## src/rtl/seq_multiplier.sv

```systemverilog
// Sequential shift-add multiplier with runtime signed/unsigned mode.
// start is accepted only in IDLE; done pulses once per result and product holds until the next result.
module seq_multiplier #(
    parameter int WIDTH = 4,
    parameter int CNT_W = $clog2(WIDTH + 1)
) (
    input  logic                 clk,
    input  logic                 rst_n,
    input  logic                 start,
    input  logic                 signed_mode,
    input  logic [WIDTH-1:0]     a,
    input  logic [WIDTH-1:0]     b,
    output logic                 busy,
    output logic                 done,
    output logic [2*WIDTH-1:0]   product
);

    typedef enum logic [1:0] {
        IDLE   = 2'd0,
        CALC   = 2'd1,
        FINISH = 2'd2
    } state_t;

    localparam logic [CNT_W-1:0] LAST = CNT_W'(WIDTH - 1);

    state_t               state;
    state_t               state_next;
    logic [WIDTH-1:0]     mcand;
    logic [WIDTH-1:0]     mplier;
    logic [2*WIDTH-1:0]   acc;
    logic [CNT_W-1:0]     cnt;
    logic                 neg;

    logic [WIDTH-1:0]     mag_a;
    logic [WIDTH-1:0]     mag_b;
    logic [WIDTH:0]       sum;
    logic [2*WIDTH-1:0]   acc_step;
    logic [2*WIDTH-1:0]   result;
    logic                 last_step;

    // Magnitude of the most-negative value is 2^(WIDTH-1), which still fits unsigned.
    always_comb begin
        mag_a = (signed_mode && a[WIDTH-1]) ? (~a + WIDTH'(1)) : a;
        mag_b = (signed_mode && b[WIDTH-1]) ? (~b + WIDTH'(1)) : b;
    end

    // One iteration: conditional add into the upper half, then shift {carry, acc} right.
    always_comb begin
        sum       = {1'b0, acc[2*WIDTH-1:WIDTH]} + {1'b0, (mplier[0] ? mcand : '0)};
        acc_step  = (2*WIDTH)'({sum, acc[WIDTH-1:0]} >> 1);
        result    = neg ? (~acc_step + (2*WIDTH)'(1)) : acc_step;
        last_step = (state == CALC) && (cnt == LAST);
    end

    always_ff @(posedge clk or negedge rst_n) begin
        if (!rst_n) begin
            state <= IDLE;
        end else begin
            state <= state_next;
        end
    end

    always_comb begin
        state_next = state;
        case (state)
            IDLE:    if (start) state_next = CALC;
            CALC:    if (cnt == LAST) state_next = FINISH;
            FINISH:  state_next = IDLE;
            default: state_next = IDLE;
        endcase
    end

    always_comb begin
        busy = (state == CALC);
        done = (state == FINISH);
    end

    always_ff @(posedge clk or negedge rst_n) begin
        if (!rst_n) begin
            mcand   <= '0;
            mplier  <= '0;
            acc     <= '0;
            cnt     <= '0;
            neg     <= 1'b0;
            product <= '0;
        end else begin
            if (state == IDLE && start) begin
                mcand  <= mag_a;
                mplier <= mag_b;
                neg    <= signed_mode & (a[WIDTH-1] ^ b[WIDTH-1]);
                acc    <= '0;
                cnt    <= '0;
            end else if (state == CALC) begin
                acc    <= acc_step;
                mplier <= mplier >> 1;
                cnt    <= cnt + CNT_W'(1);
            end
            if (last_step) begin
                product <= result;
            end
        end
    end

endmodule

```

## config.mk

```make
export PLATFORM = sky130hd
export DESIGN_NAME = seq_multiplier
export DESIGN_NICKNAME = d
export VERILOG_FILES = /design/src/rtl/seq_multiplier.sv
export SDC_FILE = /design/constraint.sdc
export NUM_CORES = 1
export LEC_CHECK = 0
export CAP_MARGIN = 20
export CORE_UTILIZATION = 49
export DETAILED_ROUTE_END_ITERATION = 16
export GPL_TIMING_DRIVEN = 0
export PLACE_DENSITY_LB_ADDON = 0.12
export REMOVE_ABC_BUFFERS = 1
export SLEW_MARGIN = 20
export SYNTH_ARGS = -nofsm -noshare
export SYNTH_HDL_FRONTEND = slang
export SYNTH_SLANG_ARGS = --single-unit
```

## constraint.sdc

```tcl
create_clock -name clk -period 2.19 [get_ports clk]
set_clock_uncertainty 0.05 [all_clocks]
set_input_delay 0.438 -clock clk [delete_from_list [all_inputs] [get_ports clk]]
set_output_delay 0.438 -clock clk [all_outputs]
set_load 0.02 [all_outputs]
```

After elaboration in Yosys (flattened, before gate mapping)
Cells that the tools add are included.
Widths: inputs -> output; s select.
Storage, ports and cells
  logic and storage cells: 42
  register bits after elaboration: 30
Operators by class
  equal/unequal tests: 5
  reduce and logical (&&, ||, !) cells: 7
  muxes and demuxes: 13
  add/subtract/negate cells: 5
  bitwise operators: 5
Operator list (count)
  $mux 8: 3
  $mux 4: 5
  $add 4x1->4 const B: 2
  $add 8x1->8 const B: 1
  $not 4->4: 2
  $not 8->8: 1
  $mux 3: 2
  $add 4x4->5: 1
  $logic_and 1x1->1: 4
  $mux 2: 2
  $pmux 2 s2: 1
  $add 3x1->3 const B: 1
  $eq 3x2->1 const B: 1
  $eq 2x1->1 const B: 1
  $eq 2x2->1 const B: 1
  $logic_not 2->1: 1
  $ne 2x1->1 const B: 1
  $ne 2x2->1 const B: 1
  $reduce_and 2->1: 1
  $reduce_bool 2->1: 1
  $and 1x1->1: 1
  $xor 1x1->1: 1

Logic depth before layout (Yosys ltp)
  depth in word-level cells: 5
  mapped depth: 7

Least setup slack after synthesis
Ideal clock, no wire load.
  path kind: register to register
  start point: reg mplier[0]
  end point: reg product[6]
  cell stages (with the launch flop): 8
  period minus slack after synthesis: 2106 ps
  data required time: 2008 ps
  path slack: 84 ps
  data arrival time: 1925 ps
  library setup time: 132 ps
  cell sequence: dfrtp_1 > and2_1 > ha_1 > fa_1 > nor4b_1 > a21boi_0 > xnor3_1 > o21ai_1
Between the ends
  cells in the longest elaborated chain, start to end: 5
Ends and longest elaborated chain
  from (decl): line 29  | logic [WIDTH-1:0] mplier;
  from (signal assigned): line 89  | mplier <= mag_b;
  from (signal assigned): line 95  | mplier <= mplier >> 1;
  $mux 4 *: line 49  | sum = {1'b0, acc[2*WIDTH-1:WIDTH]} + {1'b0, (mplier[0] ? mcand : '0)};
  $add 4x4->5 *: line 49
  $not 8->8: line 51  | result = neg ? (~acc_step + (2*WIDTH)'(1)) : acc_step;
  $add 8x1->8: line 51
  $mux 8 *: line 51
  to (signal assigned): line 99  | product <= result;
  to (decl): line 15  | output logic [2*WIDTH-1:0] product
Every way passes the cells marked *; elsewhere a longest branch is shown, timed or not.
A chain may end at the register's enable or synchronous reset.

Final worst setup path
  start point: reg mplier[0]
  end point: reg product[7]
Same word-level chain as after synthesis.

==> results by group <==
Timing
  • Slew Limit Fails: 0
  • F_max: 476 MHz
  • Post-route clock period utilization: 0.959
  • Relative max-transition margin: 0.581
  • Minimum clock period after layout: 2.10 ns
  • Slew @ Worst Pin: about 0.63 ns
  • Setup TNS: 0 ns
  • Setup violators final: 0
  • Final Hold Viols: 0
  • Fin Hold WS: 0.0570 ns

Worst setup path
  • Reg2reg setup slack: 0.09 ns
  • CP Class: reg2reg
  • Worst EP arrival: 2.26 ns
  • Worst Setup End Kind: flip-flop
  • Worst R2R Path Depth: 7
  • Worst reg2reg startpoint: mplier[0]
  • CP Launch Type: flip-flop
  • Reg2reg end: product[7]
  • CP max FO: 3
  • Worst Path Required: 2.35 ns

Layout
  • N_diodes: 0
  • Layout cells sized above 1: 0.106
  • Footprint of the multi-input gates: 861 sq um
  • Area growth from synthesis to layout: 23.8%
  • Fillers: 266
  • Sequential cell area: approximately 730 sq um
  • Nets: 220

Synthesis
  • Top cells by area, synth: dfrtp_1 45%, nand2_1 7.9%, ha_1 7.0%
  • Cell taking the most area after synthesis: dfrtp_1
  • Mapped Cells: around 170
  • Most frequent cell after synthesis: nand2_1
  • Synth warnings: 0
  • Mapped cell area: 0.00161 sq mm
  • Synth Area in Compound Gates: 0.141
  • Seq/Total Area, Yosys: 0.450
  • Post-synth EDFFs: 0
  • Post-synth cell types: 38
  • Most common flop cell mapped by yosys: dfrtp_1
  • Mux cell area share after synthesis: 0.0124
  • FF+latch count, synth: 29
  • Syn Area/Cell: 9.38 sq um
  • Synth cell count leaders: 34 x nand2_1, 29 x dfrtp_1, 18 x o21ai_0
  • Post-Synth XOR/XNOR Area: 0.0574
  • Adder-cell share of the synthesized area: 0.0822
  • Async set or reset register ratio after synthesis: 1.00
  • Synth Area in Simple Gates: 0.219
  • Largest family of logic cells by synthesized area: simple AND/OR/NAND/NOR gates
  • Top cell type's share of synthesized area: 0.450

Clock tree
  • H-tree depth: 2
  • Longest Clk Path Bufs: 2
  • CTS buffer count: 5
  • CTS root buffer: clkbuf_4
  • CTS Sinks: 29
  • CTS Hold Buffers Added: 0
  • CTS tree: yes
  • Clk_lat worst skew: 0.34 ns
  • Clk slew on worst S/H paths: 0.09 ns

Placement
  • Port buffer count: 21
  • Placer Congestion: 0.787
  • Post-DP HPWL: between 2000 and 2500 microns

Global route
  • Congestion Overflow GR: 0
  • Antenna violations before repair: 0
  • First-pass GRT wire length: 5270 microns
  • GRT Overall Usage: 0.205
  • Vias in the first global route: 1237
  • Largest net degree at the start of global routing: 30

Run
  • Max_cap viols: 0

Drt
  • Via/cell ratio: 5.29
  • WL/cell: roughly 12 microns
  • Residual DRC count: 0
  • DRT Pass-1 Iters: 4
  • Total wire length: 3010 microns
  • Drt initial violations: 39
  • DR vias: 1285
  • Antenna viol nets, final: 0

Status
  • Status: completed

Min path
  • HP Class: in2async

Floorplan
  • Placement Rows: 20
  • Die H: between 50 and 60 microns
  • Die width: 59.4 microns
  • Core box area: 0.00308 sq mm
  • Starting Density: 0.524
  • Ports: 22
  • Die ar.: about 0.0035 sq mm

Power and ir drop
  • Static leakage power: 0.924 nW
  • PwrDens: 1410 mW/mm^2
  • Peak supply drop: 547 uV
==> worst max-delay path, stage by stage (launching register included) <==
cell and delay, ns:
dfrtp_1 0.41, and2_1 0.14, ha_1 0.21, fa_2 0.45, buf_4 0.17, nor4b_4 0.29
o211a_1 0.17, o211ai_1 0.08
==> sequential cells by signal, indices dropped and copies added, names as in the netlist <==
signal   count
neg          1
mplier       4
cnt          3
state        2
acc          7
mcand        4
product      8
==> cells by family after synthesis <==
kind of cell               after synthesis
and+or+nand+nor                         69
buffers and inverters                   16
muxes                                    2
adders and majority gates               10
DFF                                     29
AOI/OAI and AO/OA                       37
xor gates and xnor gates                 9
==> report_power, final <==
| group | internal (mW) | switching (mW) | total [mW] |
|---|---|---|---|
| registers | 0.760 | 0.163 | 0.923 |
| logic | 0.673 | 0.754 | 1.43 |
| clock network | 0.272 | 0.187 | 0.459 |
==> worst max path at each step <==
stage              start    endpoint  slack (ns)  cells after the start
2_1_floorplan  mplier[0]  product[6]        0.08                      7
3_3_place_gp   mplier[0]  product[6]       -0.12                      7
3_5_place_dp   mplier[0]  product[6]       -0.16                      7
4_1_cts        mplier[0]  product[7]       0.009                      7
5_1_grt        mplier[0]  product[7]       -0.01                      7
6_report       mplier[0]  product[7]        0.09                      7
==> routing by layer <==
metal	share of wire	vias up	GRT usage	wire, microns
met5	0	-	0	0
met4	0.023	0	0.102	69
met3	0.046	6	0.0611	138
met2	0.50	25	0.343	1510
met1	0.43	606	0.238	1300
li1	-	648	-	-
==> cells in the final DEF (no fill, tap or decap), drive strengths merged, types with 4 or more instances in the layout <==
master and n:
nand2 34, ha 9, a21oi 4, nand3 13, inv 10, xnor2 5, o21ai 20, dfrtp 29
clkdlybuf4s50 19, buf 5, o31ai 4, clkbuf 7, and2 6
==> metrics by stage <==
| stage | util | area, sq um | setup WS (ns) | total power [mW] | cells |
|---|---|---|---|---|---|
| after floorplan | - | 1590 | 0.0774 | 1.83 | 166 |
| after global placement | 0.602 | 1850 | -0.119 | 2.17 | 231 |
| after detailed placement | 0.601 | 1850 | -0.157 | 2.23 | 231 |
| after CTS | 0.641 | 1970 | 0.00889 | 2.76 | 241 |
| after global routing | 0.649 | 2000 | -0.0134 | 3.04 | 243 |
| final | 0.649 | 2000 | 0.0889 | 2.81 | 243 |
==> cell type report <==
class / count / share of cell area
multi-input combinational: 127 / 0.431
sequential: 29 / 0.363
timing repair buffer: 25 / 0.117
clock buffer: 7 / 0.0276
tap: 44 / 0.0276
inverter: 10 / 0.0188
clock inverter: 1 / 0.0150
==> what timing repair did <==
| item | 4_1_cts | 5_1_grt |
|---|---|---|
| pin swaps | 1 | 2 |
| gates resized for setup | 6 | 2 |
| endpoints found under the setup margin | 3 | 3 |
| setup buffers | 2 | 2 |
Power figures use the tool's default switching activity.
